<file path="config.mk">
export PLATFORM = sky130hd
export DESIGN_NAME = vadd_dispatch_flat
export DESIGN_NICKNAME = d
export VERILOG_FILES = /design/src/rtl/vadd_dispatch_if.sv /design/src/rtl/vadd_dispatch.sv /design/src/flat_wrapper.sv
export SDC_FILE = /design/constraint.sdc
export NUM_CORES = 1
export LEC_CHECK = 0
export ABC_AREA = 1
export CAP_MARGIN = 20
export CORE_AREA = 2 2 294 296
export DETAILED_ROUTE_END_ITERATION = 10
export DIE_AREA = 0 0 296 298
export PLACE_DENSITY_LB_ADDON = 0.15
export SLEW_MARGIN = 10
export SYNTH_ARGS = -nofsm -noshare
export SYNTH_HDL_FRONTEND = slang
export SYNTH_SLANG_ARGS = --single-unit
</file>
<file path="constraint.sdc">
create_clock -name clk -period 5.7 [get_ports clk]
set_clock_uncertainty 0.2 [all_clocks]
set_input_delay 1.425 -clock clk [delete_from_list [all_inputs] [get_ports clk]]
set_output_delay 1.425 -clock clk [all_outputs]
set_load 0.03 [all_outputs]
</file>
<file path="src/rtl/vadd_dispatch_if.sv">
// Bundle between the vadd dispatcher, its host and its bank of vadd lanes.
// The host pulses start only while busy is low; done pulses for one cycle with sum and flags valid.
interface vadd_dispatch_if #(
    parameter int NUM_UNITS = 4
);
    logic                      start;
    logic [47:0]               mem_offset;
    logic [31:0]               fplen;
    logic                      busy;
    logic                      done;
    logic [63:0]               sum;
    logic                      sum_ovrflw;
    logic                      res_ovrflw;
    logic                      rsp_invalid_fp;
    logic                      rsp_tid_err;
    logic [NUM_UNITS-1:0]      unit_start;
    logic [NUM_UNITS-1:0]      unit_idle;
    logic [48*NUM_UNITS-1:0]   unit_offset;
    logic [32*NUM_UNITS-1:0]   unit_fplen;
    logic [64*NUM_UNITS-1:0]   unit_sum;
    logic [NUM_UNITS-1:0]      unit_sum_vld;
    logic [NUM_UNITS-1:0]      unit_sum_ovrflw;
    logic [NUM_UNITS-1:0]      unit_res_ovrflw;
    logic [NUM_UNITS-1:0]      unit_invalid_fp;
    logic [NUM_UNITS-1:0]      unit_tid_err;
    logic [2:0]                state_dbg;

    modport master (
        output start, mem_offset, fplen,
        output unit_sum, unit_sum_vld, unit_sum_ovrflw, unit_res_ovrflw,
        output unit_invalid_fp, unit_tid_err,
        input  busy, done, sum, sum_ovrflw, res_ovrflw, rsp_invalid_fp, rsp_tid_err,
        input  unit_start, unit_idle, unit_offset, unit_fplen, state_dbg
    );

    modport slave (
        input  start, mem_offset, fplen,
        input  unit_sum, unit_sum_vld, unit_sum_ovrflw, unit_res_ovrflw,
        input  unit_invalid_fp, unit_tid_err,
        output busy, done, sum, sum_ovrflw, res_ovrflw, rsp_invalid_fp, rsp_tid_err,
        output unit_start, unit_idle, unit_offset, unit_fplen, state_dbg
    );
endinterface

</file>
<file path="src/rtl/vadd_dispatch.sv">
// Splits one vector add across NUM_UNITS vadd lanes, launches them together,
// then reduces the lane sums into a single 64-bit total with sticky error flags.
module vadd_dispatch #(
    parameter int NUM_UNITS = 4,
    parameter int LOG_UNITS = 2
) (
    input  logic           clk,
    input  logic           reset_n,
    vadd_dispatch_if.slave bus
);
    typedef enum logic [2:0] {
        IDLE     = 3'd0,
        CALC     = 3'd1,
        LAUNCH   = 3'd2,
        WAIT_SUM = 3'd3,
        REDUCE   = 3'd4,
        RELEASE  = 3'd5
    } state_t;

    localparam int IDX_W = (LOG_UNITS > 0) ? LOG_UNITS : 1;
    localparam logic [IDX_W-1:0] LAST_IDX = IDX_W'(NUM_UNITS - 1);

    state_t               state;
    logic [47:0]          cap_offset;
    logic [31:0]          cap_fplen;
    logic [NUM_UNITS-1:0] vld_mask;
    logic [1:0]           wait_cnt;
    logic [IDX_W-1:0]     idx;
    logic [64:0]          acc;
    logic                 ovf;

    logic [31:0]          chunk;
    logic [47:0]          stride;
    logic [NUM_UNITS-1:0] mask_next;
    logic [63:0]          lane_sum;
    logic                 lane_ovf;
    logic [64:0]          add;

    always_comb begin
        chunk     = cap_fplen >> LOG_UNITS;
        stride    = {13'd0, chunk, 3'd0};
        mask_next = vld_mask | bus.unit_sum_vld;
        lane_sum  = bus.unit_sum[{idx, 6'd0} +: 64];
        lane_ovf  = bus.unit_sum_ovrflw[idx];
        add       = {1'b0, acc[63:0]} + {1'b0, lane_sum};
    end

    assign bus.state_dbg = state;

    always_ff @(posedge clk or negedge reset_n) begin
        if (!reset_n) begin
            state              <= IDLE;
            cap_offset         <= '0;
            cap_fplen          <= '0;
            vld_mask           <= '0;
            wait_cnt           <= '0;
            idx                <= '0;
            acc                <= '0;
            ovf                <= 1'b0;
            bus.busy           <= 1'b0;
            bus.done           <= 1'b0;
            bus.sum            <= '0;
            bus.sum_ovrflw     <= 1'b0;
            bus.res_ovrflw     <= 1'b0;
            bus.rsp_invalid_fp <= 1'b0;
            bus.rsp_tid_err    <= 1'b0;
            bus.unit_start     <= '0;
            bus.unit_idle      <= '1;
            bus.unit_offset    <= '0;
            bus.unit_fplen     <= '0;
        end else begin
            case (state)
                IDLE: begin
                    if (bus.start) begin
                        cap_offset         <= bus.mem_offset;
                        cap_fplen          <= bus.fplen;
                        vld_mask           <= '0;
                        acc                <= '0;
                        ovf                <= 1'b0;
                        bus.sum            <= '0;
                        bus.sum_ovrflw     <= 1'b0;
                        bus.res_ovrflw     <= 1'b0;
                        bus.rsp_invalid_fp <= 1'b0;
                        bus.rsp_tid_err    <= 1'b0;
                        bus.busy           <= 1'b1;
                        state              <= CALC;
                    end
                end
                CALC: begin
                    // The last lane also absorbs the remainder that does not divide evenly.
                    for (int i = 0; i < NUM_UNITS; i++) begin
                        bus.unit_offset[48*i +: 48] <= cap_offset + stride * 48'(i);
                        if (i == NUM_UNITS - 1)
                            bus.unit_fplen[32*i +: 32] <= chunk + (cap_fplen & 32'(NUM_UNITS - 1));
                        else
                            bus.unit_fplen[32*i +: 32] <= chunk;
                    end
                    bus.unit_start <= '1;
                    bus.unit_idle  <= '0;
                    state          <= LAUNCH;
                end
                LAUNCH: begin
                    bus.unit_start <= '0;
                    wait_cnt       <= '0;
                    state          <= WAIT_SUM;
                end
                WAIT_SUM: begin
                    bus.res_ovrflw     <= bus.res_ovrflw     | (|bus.unit_res_ovrflw);
                    bus.rsp_invalid_fp <= bus.rsp_invalid_fp | (|bus.unit_invalid_fp);
                    bus.rsp_tid_err    <= bus.rsp_tid_err    | (|bus.unit_tid_err);
                    // Lanes still show the previous run's sum_vld until they leave idle.
                    if (wait_cnt != 2'd2) begin
                        wait_cnt <= wait_cnt + 2'd1;
                    end else begin
                        vld_mask <= mask_next;
                        if (&mask_next) begin
                            idx   <= '0;
                            state <= REDUCE;
                        end
                    end
                end
                REDUCE: begin
                    bus.res_ovrflw     <= bus.res_ovrflw     | (|bus.unit_res_ovrflw);
                    bus.rsp_invalid_fp <= bus.rsp_invalid_fp | (|bus.unit_invalid_fp);
                    bus.rsp_tid_err    <= bus.rsp_tid_err    | (|bus.unit_tid_err);
                    acc <= add;
                    ovf <= ovf | add[64] | lane_ovf;
                    if (idx == LAST_IDX) begin
                        bus.sum        <= add[63:0];
                        bus.sum_ovrflw <= ovf | add[64] | lane_ovf;
                        bus.done       <= 1'b1;
                        bus.unit_idle  <= '1;
                        state          <= RELEASE;
                    end else begin
                        idx <= idx + 1'b1;
                    end
                end
                RELEASE: begin
                    bus.done <= 1'b0;
                    bus.busy <= 1'b0;
                    state    <= IDLE;
                end
                default: state <= IDLE;
            endcase
        end
    end
endmodule

</file>
<file path="src/flat_wrapper.sv">
// flat-port wrapper written by rule: the top's interface ports become plain ports
module vadd_dispatch_flat 
#(
    parameter int NUM_UNITS = 4,
    parameter int LOG_UNITS = 2
)
  (clk, reset_n, bus_start, bus_mem_offset, bus_fplen, bus_unit_sum, bus_unit_sum_vld, bus_unit_sum_ovrflw, bus_unit_res_ovrflw, bus_unit_invalid_fp, bus_unit_tid_err, bus_busy, bus_done, bus_sum, bus_sum_ovrflw, bus_res_ovrflw, bus_rsp_invalid_fp, bus_rsp_tid_err, bus_unit_start, bus_unit_idle, bus_unit_offset, bus_unit_fplen, bus_state_dbg);
  vadd_dispatch_if #(.NUM_UNITS(NUM_UNITS)) bus_i ();
  input  logic clk;
  input  logic reset_n;
  input wire logic [$bits(bus_i.start)-1:0] bus_start;
  input wire logic [$bits(bus_i.mem_offset)-1:0] bus_mem_offset;
  input wire logic [$bits(bus_i.fplen)-1:0] bus_fplen;
  input wire logic [$bits(bus_i.unit_sum)-1:0] bus_unit_sum;
  input wire logic [$bits(bus_i.unit_sum_vld)-1:0] bus_unit_sum_vld;
  input wire logic [$bits(bus_i.unit_sum_ovrflw)-1:0] bus_unit_sum_ovrflw;
  input wire logic [$bits(bus_i.unit_res_ovrflw)-1:0] bus_unit_res_ovrflw;
  input wire logic [$bits(bus_i.unit_invalid_fp)-1:0] bus_unit_invalid_fp;
  input wire logic [$bits(bus_i.unit_tid_err)-1:0] bus_unit_tid_err;
  output wire logic [$bits(bus_i.busy)-1:0] bus_busy;
  output wire logic [$bits(bus_i.done)-1:0] bus_done;
  output wire logic [$bits(bus_i.sum)-1:0] bus_sum;
  output wire logic [$bits(bus_i.sum_ovrflw)-1:0] bus_sum_ovrflw;
  output wire logic [$bits(bus_i.res_ovrflw)-1:0] bus_res_ovrflw;
  output wire logic [$bits(bus_i.rsp_invalid_fp)-1:0] bus_rsp_invalid_fp;
  output wire logic [$bits(bus_i.rsp_tid_err)-1:0] bus_rsp_tid_err;
  output wire logic [$bits(bus_i.unit_start)-1:0] bus_unit_start;
  output wire logic [$bits(bus_i.unit_idle)-1:0] bus_unit_idle;
  output wire logic [$bits(bus_i.unit_offset)-1:0] bus_unit_offset;
  output wire logic [$bits(bus_i.unit_fplen)-1:0] bus_unit_fplen;
  output wire logic [$bits(bus_i.state_dbg)-1:0] bus_state_dbg;
  assign bus_i.start = bus_start;
  assign bus_i.mem_offset = bus_mem_offset;
  assign bus_i.fplen = bus_fplen;
  assign bus_i.unit_sum = bus_unit_sum;
  assign bus_i.unit_sum_vld = bus_unit_sum_vld;
  assign bus_i.unit_sum_ovrflw = bus_unit_sum_ovrflw;
  assign bus_i.unit_res_ovrflw = bus_unit_res_ovrflw;
  assign bus_i.unit_invalid_fp = bus_unit_invalid_fp;
  assign bus_i.unit_tid_err = bus_unit_tid_err;
  assign bus_busy = bus_i.busy;
  assign bus_done = bus_i.done;
  assign bus_sum = bus_i.sum;
  assign bus_sum_ovrflw = bus_i.sum_ovrflw;
  assign bus_res_ovrflw = bus_i.res_ovrflw;
  assign bus_rsp_invalid_fp = bus_i.rsp_invalid_fp;
  assign bus_rsp_tid_err = bus_i.rsp_tid_err;
  assign bus_unit_start = bus_i.unit_start;
  assign bus_unit_idle = bus_i.unit_idle;
  assign bus_unit_offset = bus_i.unit_offset;
  assign bus_unit_fplen = bus_i.unit_fplen;
  assign bus_state_dbg = bus_i.state_dbg;
  vadd_dispatch #(.NUM_UNITS(NUM_UNITS), .LOG_UNITS(LOG_UNITS)) u_core (.clk(clk), .reset_n(reset_n), .bus(bus_i));
endmodule
</file>
==> run metrics, run 1 <==
CTS Hold Bufs=0; period utilisation layout=0.8166; Synth-to-Final Area Change=28.88%; initial core utilization=0.4056; Max rail drop VDD=0.0006438 V; number of port buffers=752; pre-CTS setup slack=0.9218 ns; fin area=44370 µm²; Routed WL per cell=approximately 22 µm; HPWL Detailed=122400 µm; Die Ht=298 µm; gr usage total=0.3386; r2r setup slk=between 1 and 1.5 ns; post-route setup slack=1.045 ns; Tightest Pin Transition=about 1.1 ns; Seq/Total Area, Yosys=0.3416; Hold Crit Depth=2; Main synth FF type=dfrtp_1; CTS tree=yes; Top Ports=760; vias in the first global route=around 35000; Critical Path Sink Type=flip-flop; CP Launch Type=flip-flop; Chip Width=just under 300 µm; Register-to-Register Path Depth=17; WHS Endpoint=u_core.bus.unit_offset[34]; Worst Path Max Fanout=6; vias per inst=between 5 and 6; DR vias=36890; largest net degree at the start of global routing=153; CTS Buf Count=55; die area=roughly 88000 µm²; ant diodes=0; Setup violations, final=0; post-route DRC violation count=0; Rel. slew slack=0.2742; gpl congestion=1.001; synthesized flop and latch total=470; Tmin final=4.655 ns; average cell area after synthesis=6.550 µm²; final wirelength=roughly 150000 µm; critical path startpoint=u_core.cap_fplen[3]; Pleak=22.04 nW; cell area after placement=42520 µm²; H-tree Lvls=2; Starting DRT DRC Count=2853; RSZ-0062 raised after global routing=false; post_cts resized=0; CP required=6.01 ns; FILL cells=a little under 9000; Hold Vio Cnt, Final=0; nets=6427; DR pass1 iterations=6; Cells after Synth=5256; Post-CTS Setup Repair Bufs=0; clock buffer depth=3; row count=roughly 110; grt total ovfl=0; reg2reg end=u_core.bus.unit_offset[185]; Async S/R FF share, synth=1.000; FF/Latch Area=~12000 µm²; Core Footprint=84880 µm²; post-synth cell types=49; antenna-violating nets left=0; fin. max-slew vios=0; max-cap viol count=0; worst hold path type=flip-flop to flip-flop; CTS sink cnt=470; first-pass GRT wire length=224900 µm; outcome=completed; Reg2Reg Launch Point=u_core.cap_fplen[3]; fmax=214.8 MHz; min-delay src=u_core.bus.unit_offset[34]; Worst-Skew Late Latency=0.65 ns; setup tns final=0 ns; share of cells above drive strength 1=0.02725; CP arrival=4.96 ns; Mapped Area=34430 µm²; multi-input logic area=19220 µm²; Pwr Density=728.3 nW/µm²; EDFF count, synth=0; Worst-path clk slew=0.07 ns; Setup Crit Path Kind=flip-flop to flip-flop; synth warn=0; clk root buf=clkbuf_16; antenna violations before repair=4
==> power breakdown <==
group          internal (W)  leakage (nW)  switching, W
logic               0.00730          15.1        0.0149
clock network       0.00218         0.916       0.00155
registers           0.00470          6.01       0.00171
==> cell usage in the layout (no fill, tap or decap), types with 4 or more instances in the layout <==
cell	instances
a21boi_0	8
a21oi_1	236
a22oi_1	5
a31oi_1	15
buf_12	8
buf_4	19
bufinv_16	6
clkbuf_1	11
clkbuf_16	56
clkbuf_8	9
clkdlybuf4s50_1	751
clkinv_2	11
conb_1	7
dfrtp_1	467
fa_1	6
ha_1	194
inv_1	591
inv_2	7
mux2_2	4
nand2_1	1885
nand3_1	271
nand3b_1	16
nand4_1	56
nor2_1	524
nor3_1	50
nor4_1	16
o211ai_1	29
o21a_1	7
o21ai_0	408
o21ai_1	12
o21ai_2	4
o21bai_1	15
o22ai_1	68
o31ai_1	4
or2_2	9
xnor2_1	51
xor2_1	33
==> routing by layer <==
metal / vias to the layer above / track usage / routed length [µm] / part of all wire
met4: 4 / 0.1586 / 8198 / 0.054
met2: 1227 / 0.5687 / 72000 / 0.47
met1: 17420 / 0.4321 / 64160 / 0.42
li1: 18000 / - / - / -
met3: 240 / 0.04103 / 8469 / 0.055
met5: - / 0 / 23 / 0.00015
==> synthesized netlist by cell type, drive strengths merged (17+ instances only) <==
| cell | instances | share of area |
|---|---|---|
| a21oi | 238 | 0.035 |
| buf | 157 | 0.028 |
| clkbuf | 73 | 0.0080 |
| dfrtp | 469 | 0.34 |
| ha | 194 | 0.071 |
| inv | 601 | 0.066 |
| nand2 | 1887 | 0.21 |
| nand3 | 272 | 0.040 |
| nand4 | 56 | 0.010 |
| nor2 | 530 | 0.058 |
| nor3 | 51 | 0.0076 |
| o211ai | 29 | 0.0063 |
| o21ai | 424 | 0.062 |
| o21bai | 17 | 0.0039 |
| o22ai | 68 | 0.012 |
| xnor2 | 51 | 0.013 |
| xor2 | 33 | 0.0084 |
==> critical path, stage by stage, from the launching register on <==
cell,delay [ns]
dfrtp_1,0.49
inv_1,0.25
fa_1,0.53
o21ai_2,0.20
a21oi_2,0.11
o21ai_1,0.31
nand2_1,0.10
o211ai_1,0.18
xor2_1,0.34
ha_1,0.38
inv_1,0.11
o21ai_0,0.16
a21oi_1,0.24
o21ai_0,0.16
a21oi_1,0.48
nand2_1,0.11
nand2_1,0.08
nand3_1,0.07
==> worst max path at each step <==
| stage | end | slack, ns | depth (start not counted) |
|---|---|---|---|
| after detailed placement | u_core.bus.sum[60] | 0.92 | 18 |
| after global routing | u_core.bus.unit_offset[191] | 0.72 | 21 |
| after CTS | u_core.bus.unit_offset[185] | 1.09 | 17 |
| after floorplan | u_core.bus.unit_offset[179] | 2.17 | 20 |
| after global placement | u_core.bus.sum[60] | 0.92 | 18 |
| final | u_core.bus.unit_offset[185] | 1.05 | 17 |
==> registers in the layout (all words and copies together), names as in the netlist, 2 cells and up <==
name,flops
u_core.acc,64
u_core.bus.sum,64
u_core.bus.unit_fplen,61
u_core.bus.state_dbg,3
u_core.idx,2
u_core.wait_cnt,2
u_core.bus.unit_offset,181
u_core.cap_fplen,32
u_core.vld_mask,4
u_core.cap_offset,48
==> kinds of logic after synthesis <==
group | Yosys count | share of synthesized area
fa+ha+maj | 200 | 0.07399
flops | 470 | 0.3416
mux | 4 | 0.001308
xor+xnor | 84 | 0.02137
other cells | 1 | 0.0001089
simple gates | 2843 | 0.3306
buf+inv | 831 | 0.1016
compound gates | 823 | 0.1293
==> metrics by stage <==
step	utilization	total power [W]	hold slack, ns	std cells
after global routing	0.5228	0.03458	0.2915	7053
after detailed placement	0.5009	0.02829	0.2583	6955
after global placement	0.5009	0.02824	0.2533	6955
after CTS	0.5228	0.03216	0.2757	7053
final	0.5228	0.03232	0.2713	7053
after floorplan	-	0.02004	0.2483	5262
==> cell type report <==
class | instances | share of cell area
multi-input cells | 3961 | 0.4331
repair buffers | 779 | 0.1766
clock inverters | 22 | 0.006514
well taps | 1144 | 0.03226
inverters | 601 | 0.05109
flip-flops and latches | 470 | 0.2652
clock buffers | 76 | 0.03530
Note: power is estimated with default switching activity, not from simulation.
==> run 2: changes to the inputs <==
--- a/config.mk
+++ b/config.mk
@@ -7,9 +7,9 @@
 export LEC_CHECK = 0
 export ABC_AREA = 1
 export CAP_MARGIN = 20
-export CORE_AREA = 2 2 294 296
+export CORE_AREA = 2 2 299 301
 export DETAILED_ROUTE_END_ITERATION = 10
-export DIE_AREA = 0 0 296 298
+export DIE_AREA = 0 0 301 303
 export PLACE_DENSITY_LB_ADDON = 0.15
 export SLEW_MARGIN = 10
 export SYNTH_ARGS = -nofsm -noshare
==> constraint.sdc (replaced) <==
create_clock -name clk -period 4 [get_ports clk]
set_clock_uncertainty 0.2 [all_clocks]
set_input_delay 1 -clock clk [delete_from_list [all_inputs] [get_ports clk]]
set_output_delay 1 -clock clk [all_outputs]
set_load 0.03 [all_outputs]
==> run 2 against run 1 <==
Effect of this change: non-clock buffer count grew 398; via count grew 3.6%; count of clock-buffer cells in the layout grew 1; sequential share of layout area shrank 2.1 points; worst setup slack lost 0.97 ns; combinational power grew 69%; routed wire length grew 2.9%; final cell count grew 6.0%; global-route usage shrank 0.44 points; critical endpoint is now u_core.bus.unit_offset[168]; largest power group unchanged.
==> run metrics, run 2 (synthesis results as in run 1) <==
outcome=completed; row count=109; post-route core utilization=0.5478; Rel. slew slack=0.2884; Worst-Skew Late Latency=0.63 ns; clk root buf=clkbuf_16; CP required=4.30 ns; worst hold path type=input pin to asynchronous set/reset pin; CTS sink cnt=470; Routed WL per cell=21.05 µm; Critical Path Sink Type=flip-flop; grt total ovfl=0; Most flops, register=u_core.bus.unit_offset; Die Ht=303 µm; DR pass1 iterations=6; non-filler cells, final=7475; die area=91200 µm²; HPWL Detailed=126400 µm; H-tree Lvls=2; power consumption=0.05183 W; setup tns final=0 ns; gpl congestion=~1.0; largest net degree at the start of global routing=between 100 and 150; nets=6824; cell area after placement=~46000 µm²; initial core utilization=0.3914; max-cap viol count=0; Core Footprint=87970 µm²; CTS Buf Count=54; Tightest Pin Transition=between 1 and 1.5 ns; vias per inst=5.112; antenna-violating nets left=0; Synth-to-Final Area Change=39.96%; Starting DRT DRC Count=3123; DR vias=38210; vias in the first global route=between 30000 and 40000; first-pass GRT wire length=approximately 230000 µm; Max rail drop VDD=~0.00070 V; commonest non-fill, non-tap cells in the layout=nand2_1 (1859), clkdlybuf4s50_1 (751), inv_1 (587), nor2_1 (498), dfrtp_1 (459); period utilisation layout=0.9821; Pleak=24.09 nW; clock buffer depth=3; Tmin final=3.928 ns; fmax=~250 MHz; share of cells above drive strength 1=0.1115; RSZ-0062 raised after global routing=true; most common cell after layout, fill and taps aside=nand2_1; CTS Hold Bufs=0; Worst-path clk slew=approximately 0.060 ns; gr usage total=0.3342; Top Ports=between 700 and 800; Pwr Density=1076 nW/µm²; Worst Path Max Fanout=5; Chip Width=around 300 µm; antenna violations before repair=3; CP arrival=about 4.2 ns; number of port buffers=752; max reg flops=181; Hold Vio Cnt, Final=0; CTS tree=yes; CP Launch Type=flip-flop; Setup violations, final=0; fin. max-slew vios=0; largest registers=u_core.bus.unit_offset: 181 flops, u_core.acc: 64 flops, u_core.bus.sum: 64 flops; final wirelength=157300 µm; Setup Crit Path Kind=flip-flop to flip-flop; dpl cells=between 7000 and 8000; post-route DRC violation count=0; fin area=48190 µm²
==> run 2: per-stage QoR <==
step	setup WS, ns	hold WS, ns
floorplan	0.4740	0.2483
global placement	-0.2087	0.2538
detailed placement	-0.2128	0.2580
CTS	0.001235	0.2242
global route	-0.08868	0.2529
finish	0.07170	0.2060
==> run 2: layout make-up <==
cell class / instances / area [µm²]
Multi-Input combinational cell: 3961 / 19840
Timing Repair Buffer: 1177 / 10940
Clock inverter: 20 / 287.8
Tap cell: 1165 / 1458
Sequential cell: 470 / 11780
Antenna cell: 4 / 10.01
Inverter: 601 / 2267
Fill cell: 8784 / 39780
Clock buffer: 77 / 1599
==> run 2: final timing paths <==
check | startpoint | end | slack [ns] | depth (start not counted)
setup / recovery | u_core.cap_fplen[4] | u_core.bus.unit_offset[168] | 0.07 | 23
setup reg to reg | u_core.cap_fplen[4] | u_core.bus.unit_offset[168] | 0.07 | 23
min in group clk | u_core.bus.unit_offset[6] | u_core.bus.unit_offset[6] | 0.27 | 2
hold / removal | reset_n | u_core.bus.sum[13] | 0.21 | 1
max in group asynchronous | reset_n | u_core.bus.unit_idle[2] | 2.47 | 2
hold reg to reg | u_core.bus.unit_offset[6] | u_core.bus.unit_offset[6] | 0.27 | 2
==> run 2: routing by layer <==
| metal | vias up | GRT usage | share of wire |
|---|---|---|---|
| met3 | 218 | 0.04748 | 0.062 |
| li1 | 18780 | - | - |
| met4 | 2 | 0.1222 | 0.039 |
| met5 | - | 0 | 0.000051 |
| met1 | 18010 | 0.4225 | 0.42 |
| met2 | 1211 | 0.5801 | 0.48 |
==> run 2: worst max-delay path, stage by stage, from the launching register on <==
cell	delay (ns)
dfrtp_2	0.44
buf_4	0.17
ha_1	0.27
nand3_1	0.06
nand2_1	0.13
a21oi_4	0.08
buf_4	0.15
o21ai_4	0.18
nand2_2	0.11
nand3_1	0.08
nand2_1	0.06
xnor2_1	0.13
ha_1	0.38
a21oi_2	0.19
buf_4	0.13
nor2_1	0.04
nor2_2	0.14
o21ai_0	0.14
inv_1	0.08
nand2_1	0.10
buf_4	0.15
or2_2	0.26
nand3_1	0.08
nand2_1	0.06
==> run 2: repair_timing <==
| action | CTS | global route |
|---|---|---|
| endpoints found under the setup margin | 25 | 33 |
| pin swaps | 5 | 43 |
| gates cloned | 0 | 0 |
| buffers inserted | 4 | 10 |
| resized for setup | 16 | 174 |
| endpoints found under the hold margin | 0 | 0 |
==> run 2: report_power, final <==
part           total (W)  internal [W]  switching, W
sequential       0.00884       0.00672       0.00212
combinational     0.0376        0.0145        0.0231
clock            0.00540       0.00321       0.00219
